**config.mk**
```make
export PLATFORM = sky130hd
export DESIGN_NAME = dtw_sink_collector
export DESIGN_NICKNAME = d
export VERILOG_FILES = /design/src/rtl/dtw_sink_collector.sv
export SDC_FILE = /design/constraint.sdc
export NUM_CORES = 1
export LEC_CHECK = 0
export CORE_ASPECT_RATIO = 0.5
export CORE_MARGIN = 5
export CORE_UTILIZATION = 45
export CTS_CLUSTER_DIAMETER = 100
export DETAILED_ROUTE_END_ITERATION = 12
export GPL_TIMING_DRIVEN = 0
export PLACE_DENSITY = 0.63
export REMOVE_ABC_BUFFERS = 1
export SETUP_SLACK_MARGIN = 0.15
export SLEW_MARGIN = 20
export SYNTH_ARGS = -nofsm -noshare
export SYNTH_HDL_FRONTEND = slang
export SYNTH_SLANG_ARGS = --single-unit
```
**constraint.sdc**
```tcl
create_clock -name clk -period 4.8 [get_ports clk]
set_input_delay 0.96 -clock clk [delete_from_list [all_inputs] [get_ports clk]]
set_output_delay 0.96 -clock clk [all_outputs]
set_load 0.01 [all_outputs]
```
**src/rtl/dtw_sink_collector.sv**
```systemverilog
// Sink-side FIFO for dtw_core results, drained first-word-fall-through as an AXI4-Stream master.
// Optional packet framer on m_axis_tlast is enabled by defining DTW_SINK_TLAST_EN.
module dtw_sink_collector #(
  parameter int DWIDTH = 32,
  parameter int ADDR_W = 4
) (
  input  logic              clk,
  input  logic              rst,
  input  logic              sink_fifo_wren,
  input  logic [DWIDTH-1:0] sink_fifo_data,
  output logic              sink_fifo_full,
  output logic [DWIDTH-1:0] m_axis_tdata,
  output logic              m_axis_tvalid,
  input  logic              m_axis_tready,
  output logic              m_axis_tlast,
  input  logic [31:0]       pkt_len,
  output logic [ADDR_W:0]   level,
  output logic              overflow
);

  localparam int DEPTH = 1 << ADDR_W;
  localparam logic [ADDR_W:0] FULL_LEVEL = (ADDR_W + 1)'(DEPTH);

  logic [DWIDTH-1:0] mem [DEPTH];
  logic [ADDR_W-1:0] wp;
  logic [ADDR_W-1:0] rp;
  logic              wr_ok;
  logic              rd_ok;

  // Full and valid come straight from the registered level, so neither depends on tready.
  assign sink_fifo_full = (level == FULL_LEVEL);
  assign m_axis_tvalid  = (level != '0);
  assign m_axis_tdata   = mem[rp];
  assign wr_ok          = sink_fifo_wren & ~sink_fifo_full;
  assign rd_ok          = m_axis_tvalid & m_axis_tready;

  always_ff @(posedge clk) begin
    if (wr_ok) begin
      mem[wp] <= sink_fifo_data;
    end
  end

  always_ff @(posedge clk) begin
    if (rst) begin
      wp       <= '0;
      rp       <= '0;
      level    <= '0;
      overflow <= 1'b0;
    end else begin
      if (wr_ok) begin
        wp <= wp + 1'b1;
      end
      if (rd_ok) begin
        rp <= rp + 1'b1;
      end
      if (wr_ok && !rd_ok) begin
        level <= level + 1'b1;
      end else if (rd_ok && !wr_ok) begin
        level <= level - 1'b1;
      end
      // A write offered while full is lost; remember that it happened until reset.
      if (sink_fifo_wren && sink_fifo_full) begin
        overflow <= 1'b1;
      end
    end
  end

`ifdef DTW_SINK_TLAST_EN
  logic [31:0] beat;

  assign m_axis_tlast = m_axis_tvalid & (pkt_len != 32'd0) & (beat == pkt_len - 32'd1);

  // With pkt_len=0 the counter free-runs and wraps; tlast stays low.
  always_ff @(posedge clk) begin
    if (rst) begin
      beat <= '0;
    end else if (rd_ok) begin
      beat <= m_axis_tlast ? 32'd0 : beat + 32'd1;
    end
  end
`else
  logic pkt_len_unused;

  assign pkt_len_unused = ^pkt_len;
  assign m_axis_tlast   = 1'b0;
`endif

endmodule

```
==> impl_metrics.py <==
metrics = {
    "setup_path": {
        "startpoint_type": "register",
        "cp.arrival_ns": 3.38,
        "crit_type": "reg -> out",
        "endpoint_kind": "output port",
        "cp.required_ns": 3.84,
        "ff2ff_path_depth": 9,
        "rr_startpoint": "level[3]",
        "reg2reg_to": "level[4]",
        "crit_fanout": 28,
        "ff2ff_setup_slack_ns": 1.88,
    },
    "floorplan": {
        "core_area_mm2": 0.0438,
        "dieArea_mm2": 0.0493,
        "num_rows": 54,
        "die_w_um": 309,
        "initial_utilization_pct": 45.9,
        "die_y_um": 159,
        "ios": 109,
    },
    "drt": {
        "wl_per_cell_um": 26.7,
        "vias": 9706,
        "wl_met3_mm": 3.51,
        "drt-total-wl_mm": 44.4,
        "vias_per_cell": 5.85,
        "top_layer_used": "met5",
        "met1_length_mm": 19.4,
        "drt_iter0_markers": 1019,
        "first_pass_iters": 5,
        "ant_nets": 0,
        "drc": 0,
        "wl_met2_mm": 20.8,
    },
    "hold_path": {
        "hp-class": "reg -> reg",
        "hold_end": "overflow",
        "hp-start": "overflow",
        "whs_path_depth": 2,
    },
    "layout": {
        "diodes": 0,
        "nNetsFinal": 1117,
        "fin_area_mm2": 0.0240,
        "layout-drive-gt1-share_pct": 25.8,
        "syn_to_final_growth_pct": 19.4,
    },
    "pwr": {
        "internal-power_mw": 8.62,
        "power_density_mw_per_mm2": 482,
        "pwr-share-clk_pct": 30.5,
        "p_switching_mw": 2.96,
        "seqPwrFrac_pct": 46.7,
        "irDropWorstVdd_uv": 386,
        "cellLeakagePower_nw": 7.53,
        "comb_power_share_pct": 22.8,
        "switching_share_pct": 25.5,
    },
    "synth": {
        "synth_area_per_cell_um2": 22.2,
        "yosys_warnings": 0,
        "seq_area_frac_synth_pct": 78.3,
        "syn_inst": 904,
        "synth-seq-cells": 530,
        "ys_types": 34,
        "syn_area_mm2": 0.0201,
    },
    "timing": {
        "fin_crit_ns": 4.34,
        "finClkSkew_ns": 0.0212,
        "relSlewSlack_pct": 53.5,
        "setup_violations": 0,
        "tightest_slew_ns": 0.695,
        "finalMaxSlewViolations": 0,
        "hold_violations": 0,
        "rsz0062_at_grt": "no",
        "period_share_pct": 90.4,
        "finalSetupTns_ns": 0,
        "fmaxAchievable_mhz": 230,
    },
    "global_routing": {
        "antenna_found_initial": 1,
        "grt_overflow": 0,
        "grt_pass1_wl_mm": 66.1,
        "track_usage_pct": 18.1,
        "grt_max_degree": 40,
        "grt_pass1_vias": 10100,
    },
    "flow_run": {
        "drv_cap": 0,
    },
    "clock_network": {
        "cts_resized": 0,
        "clock_latency_ns": 0.57,
        "clock_sinks": 530,
        "cts_buffer_depth": 3,
        "cts_buffers": 47,
        "cts_max_level": 2,
        "cts_tree": "built",
        "clock-root-buffer": "clkbuf_16",
        "path_clk_slew_ns": 0.06,
    },
    "place": {
        "port_buffers": 75,
        "placed_cell_area_mm2": 0.0226,
        "routabilityCongestion": 0.678,
        "dpl.hpwl_mm": 28.3,
    },
    "outcome": {
        "status": "completed",
    },
}
[power by group through the flow]
| stage | Sequential, mW | Clock, mW | Combinational [mW] |
|---|---|---|---|
| after floorplan | 5.72 | 0 | 1.64 |
| after global placement | 5.81 | 0 | 2.23 |
| after detailed placement | 5.53 | 0 | 2.63 |
| after CTS | 5.43 | 3.61 | 2.64 |
| after global routing | 5.43 | 3.83 | 2.84 |
| final | 5.41 | 3.54 | 2.64 |
[layer usage]
layer  GRT usage (%)  up-vias
met3            3.19       52
met1            27.7     5185
met5               0        -
met2            27.8      392
li1                -     4075
met4            3.55        2
[per-stage QoR]
stage | setup slack (ns) | cells | hold WS (ns) | utilization [%] | power (mW)
global placement | -5.41 | 1517 | 0.454 | 48.7 | 8.04
detailed placement | 0.803 | 1577 | 0.461 | 51.5 | 8.16
finish | 0.461 | 1659 | 0.472 | 54.8 | 11.6
global route | 0.143 | 1659 | 0.500 | 54.8 | 12.1
CTS | 0.168 | 1658 | 0.480 | 54.7 | 11.7
floorplan | -2.41 | 854 | 0.485 | - | 7.36
[flip-flops by register name, summed over array words and instances, names as in the netlist, named ones only]
| signal | count |
|---|---|
| wp | 4 |
| mem | 512 |
| overflow | 1 |
| rp | 4 |
| level | 5 |
[logic make-up after synthesis]
family	Yosys count	share of synthesized area [%]
AOI/OAI and AO/OA	76	2.91
muxes	132	14.5
other	1	0.0187
buffers and inverters	56	1.34
and+or+nand+nor	91	1.91
DFF	530	78.3
adders and majority gates	10	0.660
xor gates and xnor gates	8	0.349
[worst max path at each step]
stage | startpoint | to | depth (start not counted)
final | register | m_axis_tdata[0] | 7
after global routing | register | m_axis_tdata[3] | 7
after CTS | register | m_axis_tdata[31] | 7
after detailed placement | register | m_axis_tdata[13] | 7
after global placement | register | m_axis_tdata[22] | 4
after floorplan | register | m_axis_tdata[0] | 3
[critical path, cell delays in order, from the launching register on]
cell	delay (ns)
dfxtp_4	0.58
buf_16	0.28
buf_12	0.28
buf_16	0.26
mux4_2	0.54
a22oi_1	0.24
nand2_1	0.10
clkdlybuf4s50_1	0.48
[cells in the final DEF (no fill, tap or decap), drive strengths merged]
| master | synthesis | final |
|---|---|---|
| edfxtp | 512 | 512 |
| mux4 | 128 | 128 |
| clkdlybuf4s50 | 0 | 75 |
| a22oi | 64 | 64 |
| buf | 30 | 61 |
| clkbuf | 20 | 59 |
| nand2 | 38 | 38 |
| nor2 | 36 | 36 |
| dfxtp | 18 | 18 |
| clkinv | 0 | 18 |
| ha | 9 | 9 |
| xor2 | 7 | 7 |
| inv | 6 | 7 |
| a21oi | 5 | 5 |
| nor3 | 4 | 4 |
| o211ai | 4 | 4 |
| nand2b | 3 | 3 |
| mux2i | 3 | 3 |
| nor4 | 2 | 2 |
| nor2b | 2 | 2 |
| and3 | 2 | 2 |
| bufinv | 0 | 2 |
| a21boi | 1 | 1 |
| and2 | 1 | 1 |
| or4 | 1 | 1 |
| o21ai | 1 | 1 |
| xnor2 | 1 | 1 |
| a21o | 1 | 1 |
| nor4bb | 1 | 1 |
| or3 | 1 | 1 |
| mux2 | 1 | 1 |
| fa | 1 | 1 |
| conb | 1 | 1 |
| clkinvlp | 0 | 1 |
[cell usage after synthesis]
cell	count	area share, %
buf_6	1	0.056
conb_1	1	0.019
a21o_2	1	0.044
mux2i_1	3	0.15
nor4bb_1	1	0.050
nor3_1	4	0.10
and3_1	2	0.062
o211ai_4	1	0.11
or4_1	1	0.037
fa_1	1	0.10
clkbuf_1	20	0.37
ha_1	9	0.56
inv_1	6	0.11
edfxtp_1	512	76
buf_4	10	0.37
nor2_1	36	0.67
and2_1	1	0.031
a22oi_1	64	2.4
dfxtp_1	18	1.8
buf_2	12	0.30
xnor2_1	1	0.044
nand2_1	38	0.71
o211ai_1	3	0.11
a21oi_1	5	0.12
nand2b_1	3	0.093
xor2_1	7	0.30
mux4_2	128	14
or3_1	1	0.031
nor2b_1	2	0.062
o21ai_4	1	0.081
mux2_2	1	0.056
nor4_1	2	0.062
a21boi_2	1	0.056
buf_1	7	0.13
[timing repair]
action | CTS | global route
hold buffers | 0 | 0
setup endpoints to repair | 0 | 9
buffers inserted | 0 | 1
[layout make-up]
type	count	area, um2
multi-input combinational	318	4230
clock buffer	59	1240
inverter	6	22.5
fill	3163	19800
timing repair buffer	136	1860
tap	588	736
clock inverter	22	169
sequential	530	15700
Note: power is estimated with default switching activity, not from simulation.
